$ cat config.mk
export PLATFORM = sky130hd
export DESIGN_NAME = dac_frame_sequencer_flat
export DESIGN_NICKNAME = d
export VERILOG_FILES = /design/src/rtl/dac_frame_sequencer_pkg.sv /design/src/rtl/dac_frame_sequencer_if.sv /design/src/rtl/dac_frame_sequencer.sv /design/src/flat_wrapper.sv
export SDC_FILE = /design/constraint.sdc
export NUM_CORES = 1
export LEC_CHECK = 0
export ABC_CLOCK_PERIOD_IN_PS = 10000
export BUFFER_PORTS_ARGS = -buffer_cell sky130_fd_sc_hd__buf_2
export CORE_MARGIN = 1
export CORE_UTILIZATION = 55
export CTS_CLUSTER_DIAMETER = 80
export DETAILED_ROUTE_END_ITERATION = 16
export GPL_ROUTABILITY_DRIVEN = 1
export HOLD_SLACK_MARGIN = 0.06
export PLACE_DENSITY = 0.78
export SETUP_SLACK_MARGIN = 0.5
export SYNTH_ARGS = -nofsm -noshare
export SYNTH_HDL_FRONTEND = slang
export SYNTH_SLANG_ARGS = --single-unit
$ cat constraint.sdc
create_clock -name clk -period 10 [get_ports clk]
set_clock_uncertainty 0.05 [all_clocks]
set_input_delay 0.5 -clock clk [delete_from_list [all_inputs] [get_ports clk]]
set_output_delay 0.5 -clock clk [all_outputs]
set_load 0.02 [all_outputs]
$ cat src/rtl/dac_frame_sequencer_pkg.sv
// Shared definitions for the DAC frame sequencer: FSM state encoding,
// DAC write-word field layout and the word-format helper.
package dac_pkg;

  // Sequencer FSM states, exposed on the debug port as well.
  typedef enum logic [2:0] {
    IDLE  = 3'd0,
    SCAN  = 3'd1,
    START = 3'd2,
    WAIT  = 3'd3,
    LOAD  = 3'd4,
    DONE  = 3'd5
  } state_t;

  // 16-bit DAC write word layout.
  localparam int WORD_W    = 16;
  localparam int WRITE_BIT = 15;
  localparam int ADDR_MSB  = 14;
  localparam int ADDR_LSB  = 12;
  localparam int CODE_W    = 12;

  // Build one DAC write word: write command bit low, 3-bit channel address,
  // 12-bit code.
  function automatic logic [WORD_W-1:0] fmt_word(input logic [2:0]        addr,
                                                 input logic [CODE_W-1:0] code);
    logic [WORD_W-1:0] w;
    w                    = '0;
    w[WRITE_BIT]         = 1'b0;
    w[ADDR_MSB:ADDR_LSB] = addr;
    w[CODE_W-1:0]        = code;
    return w;
  endfunction

endpackage

$ cat src/rtl/dac_frame_sequencer_if.sv
// Word hand-off between the frame sequencer and the serial DAC transmitter.
//
// Handshake: the sequencer holds ser_data stable from at least one cycle
// before ser_start until the transfer completes. ser_start is a single-cycle
// pulse. ser_done is a level that idles high; the transmitter lowers it while
// shifting and a word counts as delivered only on its low-to-high transition.
interface dac_frame_sequencer_if;
  import dac_pkg::*;

  logic [WORD_W-1:0] ser_data;
  logic              ser_start;
  logic              ser_done;

  modport master (output ser_data, output ser_start, input  ser_done);
  modport slave  (input  ser_data, input  ser_start, output ser_done);

endinterface

$ cat src/rtl/dac_frame_sequencer.sv
// DAC frame sequencer: on a trigger, snapshots the channel enables and codes,
// sends one formatted write word per enabled channel (ascending order) to the
// serial transmitter, then strobes the active-low LDAC pin so every channel
// updates at once. One further trigger can be queued while a frame is running;
// any beyond that is dropped and reported on overrun.
module dac_frame_sequencer
  import dac_pkg::*;
#(
  parameter int NUM_CH = 8,
  parameter int IDX_W  = 4
) (
  input  logic                     clk,
  input  logic                     rst,
  input  logic                     trigger,
  input  logic [NUM_CH-1:0]        ch_en,
  input  logic [NUM_CH*CODE_W-1:0] ch_data,
  input  logic [15:0]              ldac_width,
  dac_frame_sequencer_if.master    ser,
  output logic                     LDAC,
  output logic                     busy,
  output logic                     frame_done,
  output logic                     overrun,
  output state_t                   dbg_state
);

  state_t            state;
  state_t            state_nxt;

  logic [IDX_W-1:0]  idx;
  logic [NUM_CH-1:0] en_snap;
  logic [CODE_W-1:0] code_snap [NUM_CH];
  logic              pending;
  logic              sent_any;
  logic              done_q;
  logic [15:0]       ldac_cnt;

  // Per-cycle control strobes decoded by the FSM.
  logic              accept;
  logic              idx_inc;
  logic              load_word;
  logic              ldac_load;

  logic              cur_en;
  logic [CODE_W-1:0] cur_code;
  logic              idx_end;
  logic              done_rise;

  // ser_done idles high between words, so only its rising edge marks completion.
  assign done_rise = ser.ser_done & ~done_q;
  assign idx_end   = (idx == IDX_W'(NUM_CH));
  assign dbg_state = state;

  // Select the snapshotted enable and code for the channel under the index.
  always_comb begin
    cur_en   = 1'b0;
    cur_code = '0;
    for (int i = 0; i < NUM_CH; i++) begin
      if (idx == IDX_W'(i)) begin
        cur_en   = en_snap[i];
        cur_code = code_snap[i];
      end
    end
  end

  // FSM state register.
  always_ff @(posedge clk) begin
    if (rst) begin
      state <= IDLE;
    end else begin
      state <= state_nxt;
    end
  end

  // FSM next-state and control strobes.
  always_comb begin
    state_nxt = state;
    accept    = 1'b0;
    idx_inc   = 1'b0;
    load_word = 1'b0;
    ldac_load = 1'b0;
    case (state)
      IDLE: begin
        if (trigger || pending) begin
          accept    = 1'b1;
          state_nxt = SCAN;
        end
      end
      SCAN: begin
        if (idx_end) begin
          // An all-disabled frame skips LDAC: nothing new was written.
          if (sent_any) begin
            ldac_load = 1'b1;
            state_nxt = LOAD;
          end else begin
            state_nxt = DONE;
          end
        end else if (!cur_en) begin
          idx_inc = 1'b1;
        end else begin
          load_word = 1'b1;
          state_nxt = START;
        end
      end
      START: begin
        state_nxt = WAIT;
      end
      WAIT: begin
        if (done_rise) begin
          idx_inc   = 1'b1;
          state_nxt = SCAN;
        end
      end
      LOAD: begin
        if (ldac_cnt <= 16'd1) begin
          state_nxt = DONE;
        end
      end
      DONE: begin
        state_nxt = IDLE;
      end
      default: begin
        state_nxt = IDLE;
      end
    endcase
  end

  // Frame snapshot, channel index, queued trigger and LDAC low-time counter.
  always_ff @(posedge clk) begin
    if (rst) begin
      idx      <= '0;
      en_snap  <= '0;
      pending  <= 1'b0;
      sent_any <= 1'b0;
      done_q   <= 1'b0;
      ldac_cnt <= '0;
      for (int i = 0; i < NUM_CH; i++) begin
        code_snap[i] <= '0;
      end
    end else begin
      done_q <= ser.ser_done;

      if (accept) begin
        idx      <= '0;
        sent_any <= 1'b0;
        en_snap  <= ch_en;
        for (int i = 0; i < NUM_CH; i++) begin
          code_snap[i] <= ch_data[i*CODE_W +: CODE_W];
        end
      end else if (idx_inc) begin
        idx <= idx + 1'b1;
      end

      if (load_word) begin
        sent_any <= 1'b1;
      end

      // A zero width still gives one LDAC-low cycle.
      if (ldac_load) begin
        ldac_cnt <= (ldac_width == 16'd0) ? 16'd1 : ldac_width;
      end else if (state == LOAD) begin
        ldac_cnt <= ldac_cnt - 16'd1;
      end

      // A trigger seen in IDLE is merged into the frame accepted this cycle;
      // otherwise it is queued once.
      if (accept) begin
        pending <= 1'b0;
      end else if (trigger && !pending) begin
        pending <= 1'b1;
      end
    end
  end

  // Registered outputs. ser_start rises one cycle after START so the word has
  // been stable a full cycle before the transmitter sees the pulse.
  always_ff @(posedge clk) begin
    if (rst) begin
      ser.ser_data  <= '0;
      ser.ser_start <= 1'b0;
      LDAC          <= 1'b1;
      busy          <= 1'b0;
      frame_done    <= 1'b0;
      overrun       <= 1'b0;
    end else begin
      if (load_word) begin
        ser.ser_data <= fmt_word(3'(idx), cur_code);
      end
      ser.ser_start <= (state == START);
      LDAC          <= (state_nxt != LOAD);
      busy          <= (state_nxt != IDLE);
      frame_done    <= (state_nxt == DONE);
      overrun       <= trigger && !accept && pending;
    end
  end

endmodule
$ cat src/flat_wrapper.sv
// flat-port wrapper written by rule: the top's interface ports become plain ports
module dac_frame_sequencer_flat import dac_pkg::*;
#(
  parameter int NUM_CH = 8,
  parameter int IDX_W  = 4
)
  (clk, rst, trigger, ch_en, ch_data, ldac_width, LDAC, busy, frame_done, overrun, dbg_state, ser_ser_data, ser_ser_start, ser_ser_done);
  dac_frame_sequencer_if ser_i ();
  input  logic clk;
  input  logic rst;
  input  logic trigger;
  input  logic [NUM_CH-1:0] ch_en;
  input  logic [NUM_CH*CODE_W-1:0] ch_data;
  input  logic [15:0] ldac_width;
  output logic LDAC;
  output logic busy;
  output logic frame_done;
  output logic overrun;
  output state_t dbg_state;
  output wire logic [$bits(ser_i.ser_data)-1:0] ser_ser_data;
  output wire logic [$bits(ser_i.ser_start)-1:0] ser_ser_start;
  input wire logic [$bits(ser_i.ser_done)-1:0] ser_ser_done;
  assign ser_ser_data = ser_i.ser_data;
  assign ser_ser_start = ser_i.ser_start;
  assign ser_i.ser_done = ser_ser_done;
  dac_frame_sequencer #(.NUM_CH(NUM_CH), .IDX_W(IDX_W)) u_core (.clk(clk), .rst(rst), .trigger(trigger), .ch_en(ch_en), .ch_data(ch_data), .ldac_width(ldac_width), .ser(ser_i), .LDAC(LDAC), .busy(busy), .frame_done(frame_done), .overrun(overrun), .dbg_state(dbg_state));
endmodule
==> flow_summary.json, run 1 <==
{
  "dpl.hpwl_um": 11800,
  "power.leakage_nw": 3.34,
  "pre_cts_ws_ns": 5.91,
  "port_buffers": 146,
  "status": "complete, no violations",
  "hold_buffers": 0,
  "dpl_cell_area_mm2": 0.00784,
  "wl_met3_um": 1150,
  "drt_iter0_drc": 524,
  "hold_ws_ns": 0.267,
  "cts_tree": "built",
  "syn_avg_cell_area_um2": 10.7,
  "synth_mux_area_share_pct": 1.42,
  "cts_max_level": 4,
  "clock_latency_ns": 0.42,
  "diodes": 0,
  "maxSlewViolCount": 0,
  "hold_viol_final": 0,
  "drt_pass1_iterations": 5,
  "routed.top_layer": "met4",
  "cp.required_ns": 10.23,
  "yosysTopAreaCell": "edfxtp_1",
  "synth_edf_count": 96,
  "synth_compound_area_share_pct": 15.8,
  "worst_path_max_delay_cell": "ha_1",
  "final_area_mm2": 0.00845,
  "setup_viol": 0,
  "vias": 5608,
  "path_clk_slew_ns": 0.06,
  "placed_cells": 931,
  "wire_per_inst_um": 17.7,
  "routed_wirelength_um": 17000,
  "synth_xor_area_share_pct": 0.869,
  "max_slew.worst_pin.slew_ns": 1.07,
  "worstReg2RegEnd": "u_core.ser.ser_data[2]",
  "seq_area_frac_synth_pct": 56.2,
  "regArea_mm2": 0.00396,
  "slew-limit-headroom_pct": 28.7,
  "dr_wl_met2_um": 8140,
  "critical_path.max_stage_delay_ns": 0.88,
  "grt_usage_pct": 26.6,
  "drive_above_1_share_pct": 24.3,
  "fillCellCount": 963,
  "synth_area_leaders": "edfxtp_1 (41%), dfxtp_1 (15%), and2_1 (6.6%), nor2b_1 (3.7%), a221oi_1 (2.6%)",
  "yosys-top-cells-count": "edfxtp_1 (96), and2_1 (74), dfxtp_1 (54), nor2_1 (49), nor2b_1 (42)",
  "synth_top_family_by_area": "simple AND/OR/NAND/NOR gates",
  "post-cts-setup-buffers": 0,
  "r2r-start": "u_core.idx[1]",
  "fin_tns_setup_ns": 0,
  "cts_resized": 0,
  "setup_ws_ns": 5.71,
  "critical_path.cell_chain": "inv_1, ha_1, and2b_1, a221o_1, a311o_1, a32oi_2, nand2b_1, o31ai_1",
  "synth-main-ff-cell": "edfxtp_1",
  "rows": 41,
  "switching_share_pct": 24.0,
  "power_mw": 1.60,
  "antenna_found_initial": 0,
  "ir_worst_vdd_mv": 0.180,
  "path_buf_inv": 1,
  "num_io_pins": 148,
  "fp.dieH_um": 115,
  "clock.fmax_mhz": 233,
  "die-area_mm2": 0.0133,
  "die_w_um": 115,
  "whs_endpoint": "u_core.en_snap[1]",
  "syn2layout_area_growth_pct": 19.8,
  "synth_top_area_share_pct": 40.9,
  "synth_cell_type_count": 66,
  "hp-start": "ch_en[1]",
  "fin_nets": 908,
  "path_max_fanout": 29,
  "wl_met1_um": 7350,
  "ff2ff_setup_slack_ns": 5.71,
  "stdcell_count": 963,
  "clock_path_buffers": 2,
  "grt_pass1_vias": 5269,
  "intPower_mw": 1.22,
  "synthAdderAreaFrac_pct": 1.06,
  "utilization_pct": 67.2,
  "cap_viol_max_count": 0,
  "start_kind": "register",
  "multi_input_area_mm2": 0.00284,
  "synth_seq_cells": 150,
  "grt_max_degree": 77,
  "ys_warn_count": 0,
  "syn_inst": 658,
  "seqPwrFrac_pct": 47.2,
  "drc": 0,
  "cts_root_buf": "clkbuf_16",
  "synth_most_common_cell": "edfxtp_1",
  "cts.sinks": 150,
  "ff2ff_path_depth": 8,
  "initial_core_util_pct": 56.1,
  "place_congestion": 0.861,
  "grt_pass1_wl_um": 26400,
  "coreArea_mm2": 0.0126,
  "power_density_mw_per_mm2": 190,
  "fin_crit_ns": 4.29,
  "power_frac_clock_pct": 41.0,
  "worstSetupEndpointType": "register",
  "rsz0062_at_grt": "no",
  "power.switching_uw": 385,
  "worst-setup-path-type": "register to register",
  "netlist_area_mm2": 0.00706,
  "grt_remaining_overflow": 0,
  "cp_top_family": "compound AO/OA/AOI/OAI gates",
  "pwr-share-comb_pct": 11.9,
  "hold_path.class": "input port to register",
  "async_flop_share_pct": 0,
  "final_antenna_net_count": 0,
  "cts_buffers": 17,
  "synth_simple_gate_area_share_pct": 21.0,
  "crit_arrival_ns": 4.52,
  "min_period_over_period_pct": 42.9,
  "hold_depth": 3,
  "synth_nets": 788,
  "viasPerCell": 5.82
}
[metal layers]
metal	track usage (%)	vias to the layer above
li1	-	2681
met1	34.4	2631
met2	43.3	263
met3	6.22	33
met4	11.3	0
met5	0	-
[worst max-delay path by stage]
stage / start / end / slack (ns) / depth (start not counted)
final: u_core.idx[1] / u_core.ser.ser_data[2] / 5.71 / 8
after global placement: u_core.idx[1] / u_core.ser.ser_data[3] / 6.07 / 8
after detailed placement: u_core.idx[1] / u_core.ser.ser_data[6] / 5.91 / 8
after global routing: u_core.idx[1] / u_core.ser.ser_data[2] / 5.49 / 8
after CTS: u_core.idx[1] / u_core.ser.ser_data[2] / 5.81 / 8
after floorplan: u_core.dbg_state[0] / u_core.idx[3] / 6.28 / 7
[power groups by stage]
stage                     logic (mW)  registers [mW]  clock network (mW)
after global routing           0.208           0.760               0.689
after floorplan                0.128           0.759                   0
after global placement         0.181           0.765                   0
final                          0.190           0.756               0.657
after detailed placement       0.187           0.768                   0
after CTS                      0.189           0.756               0.665
[cells in the final DEF, fill, tap and decap left out, drive strengths merged, types with 3 or more instances in the layout]
cell / netlist / layout
o21ai: 24 / 24
bufinv: 0 / 4
o22ai: 12 / 12
dfxtp: 54 / 54
o32ai: 10 / 10
mux2i: 10 / 10
buf: 14 / 151
a211oi: 7 / 7
nand4: 4 / 4
clkinv: 0 / 5
clkinvlp: 0 / 6
xor2: 4 / 4
nor2b: 42 / 42
o211ai: 22 / 22
nor3: 24 / 24
a21o: 3 / 3
nand3: 11 / 11
ha: 6 / 6
a21oi: 17 / 17
a22oi: 3 / 3
nand2b: 7 / 7
nor4: 11 / 11
xnor2: 3 / 3
edfxtp: 96 / 96
or3: 4 / 4
clkbuf: 36 / 18
a221oi: 21 / 21
and2: 74 / 74
a31oi: 5 / 5
a2111oi: 3 / 3
o31ai: 12 / 12
inv: 12 / 11
nor2: 50 / 50
nand2: 30 / 30
[layout make-up]
class	count	share of cell area, %
Inverter	12	0.548
Clock inverter	14	2.18
Sequential cell	150	46.9
Clock buffer	18	5.08
Tap cell	172	2.55
Multi-Input combinational cell	446	33.6
Timing Repair Buffer	151	9.09
[cell families after synthesis]
kind of cell | Yosys count
buf+inv | 62
other cells | 1
simple gates | 267
flops | 150
xor+xnor | 7
fa+ha+maj | 6
compound gates | 155
mux | 10
[flip-flops by register name, indices dropped and copies added (netlist names)]
register,flops
u_core.LDAC,1
u_core.busy,1
u_core.code_snap,96
u_core.dbg_state,3
u_core.done_q,1
u_core.en_snap,8
u_core.frame_done,1
u_core.idx,4
u_core.ldac_cnt,16
u_core.overrun,1
u_core.pending,1
u_core.sent_any,1
u_core.ser.ser_data,15
u_core.ser.ser_start,1
[worst min-delay path: stages]
cell,delay [ns]
buf_2,0.08
mux2i_1,0.05
nor2_1,0.07
Note: power is estimated with default switching activity, not from simulation.
==> run 2: changes to the inputs <==
Settings changed: ABC_CLOCK_PERIOD_IN_PS 10000 to 3470, CORE_UTILIZATION 55 to 50, PLACE_DENSITY 0.78 to 0.75.
Clock period 10 ns to 3.47 ns, I/O delays scaled along.
==> run 2 against run 1 <==
  * Sequential share of layout area fell by 6.0 points
  * Global-route usage rose by 0.78 points
  * Flip-flop and latch count did not move
  * Sequential power rose to 2.9 times the previous value
  * First-iteration DRC count rose by 21%
==> flow_summary.json, run 2 (synthesis gave the netlist of run 1 again) <==
{
  "drt_iter0_drc": 636,
  "grt_pass1_vias": 6052,
  "rsz0062_at_grt": "yes",
  "cp.required_ns": 3.69,
  "max_slew.worst_pin.slew_ns": 1.22,
  "grt_usage_pct": 27.4,
  "fin_nets": 1031,
  "hold_path.class": "input port to register",
  "path_clk_slew_ns": 0.06,
  "path_max_fanout": 72,
  "cts_max_level": 4,
  "grt_max_degree": 73,
  "hp-start": "ch_data[95]",
  "final_antenna_net_count": 0,
  "die_w_um": 121,
  "fin_crit_ns": 2.84,
  "cap_viol_max_count": 0,
  "clock_latency_ns": 0.42,
  "die-area_mm2": 0.0146,
  "status": "complete, no violations",
  "fp.dieH_um": 121,
  "power.leakage_nw": 3.87,
  "drc": 0,
  "hold_viol_final": 0,
  "final_cell_mix": "buf_2 (146), dlygate4sd3_1 (117), edfxtp_1 (96)",
  "syn2layout_area_growth_pct": 37.4,
  "final_common_cell": "buf_2",
  "vias": 6210,
  "clock_path_buffers": 2,
  "ir_worst_vdd_mv": 0.328,
  "regMostFlops": "u_core.code_snap",
  "slew-limit-headroom_pct": 18.9,
  "drive_above_1_share_pct": 22.2,
  "antenna_found_initial": 0,
  "wire_per_inst_um": 17.8,
  "place_congestion": 0.918,
  "power_density_mw_per_mm2": 493,
  "cts_tree": "built",
  "r2r-start": "u_core.dbg_state[0]",
  "coreArea_mm2": 0.0138,
  "diodes": 0,
  "startpoint": "u_core.dbg_state[0]",
  "fin_tns_setup_ns": 0,
  "min_period_over_period_pct": 81.8,
  "port_buffers": 146,
  "cts_buffers": 17,
  "viasPerCell": 5.68,
  "maxSlewViolCount": 0,
  "routed_wirelength_um": 19500,
  "dpl.hpwl_um": 12500,
  "start_kind": "register",
  "crit_arrival_ns": 3.06,
  "setup_viol": 0,
  "clock.fmax_mhz": 352,
  "reg_top3": "u_core.code_snap x96, u_core.ldac_cnt x16, u_core.ser.ser_data x15",
  "worst-setup-path-type": "register to register",
  "grt_remaining_overflow": 0,
  "cts_root_buf": "clkbuf_16",
  "grt_pass1_wl_um": 30300,
  "largest_reg_flops": 96,
  "fillCellCount": 928,
  "num_io_pins": 148,
  "drt_pass1_iterations": 6,
  "cts.sinks": 150,
  "worstSetupEndpointType": "register",
  "rows": 43,
  "initial_core_util_pct": 51.0,
  "power_mw": 4.78
}
-- run 2: metrics by stage --
stage	worst slack (ns)	instance area (um2)	util, %	std cells	hold slack, ns
4_1_cts	0.530	9680	70.0	1093	0.0602
6_report	0.632	9690	70.1	1093	0.0381
5_1_grt	0.478	9690	70.1	1093	0.0778
2_1_floorplan	0.553	7060	-	658	0.252
3_5_place_dp	0.435	7900	57.1	945	0.367
3_3_place_gp	0.611	7900	57.1	945	0.355
-- run 2: report_power, final --
part	total (mW)	internal (mW)	switching [mW]
registers	2.18	2.10	0.0830
clock network	1.92	1.20	0.722
logic	0.676	0.316	0.360
-- run 2: critical path, cell delays in order (launching register included) --
cell	delay [ns]
dfxtp_1	0.42
or4_1	0.88
nor2_4	1.00
and2_1	0.29
-- run 2: path summary, 6_finish.rpt --
path	endpoint	slack (ns)	cells past startpoint
setup / recovery	u_core.code_snap[0][32]	0.63	3
hold reg to reg	u_core.ser.ser_data[11]	0.43	2
hold / removal	u_core.code_snap[1][47]	0.04	2
setup reg to reg	u_core.code_snap[0][32]	0.63	3
-- run 2: cell type report --
cell class	instances	area, um2	share of cell area [%]
clock buffers	19	433	4.47
clock inverters	12	179	1.85
inverters	12	48.8	0.503
multi-input cells	446	2860	29.5
flip-flops and latches	150	3960	40.9
well taps	180	225	2.32
repair buffers	274	1990	20.5
-- run 2: metal layers --
| metal | GRT usage (%) | wire length, um | up-vias |
|---|---|---|---|
| met1 | 33.7 | 7850 | 2891 |
| met3 | 5.99 | 1340 | 54 |
| met4 | 12.4 | 704 | 0 |
| met2 | 46.2 | 9590 | 343 |
| met5 | 0 | 0 | - |
| li1 | - | - | 2922 |
-- run 2: what timing repair did --
action,in CTS,in global routing
endpoints found under the setup margin,15,12
hold buffers,117,0
setup buffers,0,0
hold endpoints to repair,118,0
gates resized for setup,1,4
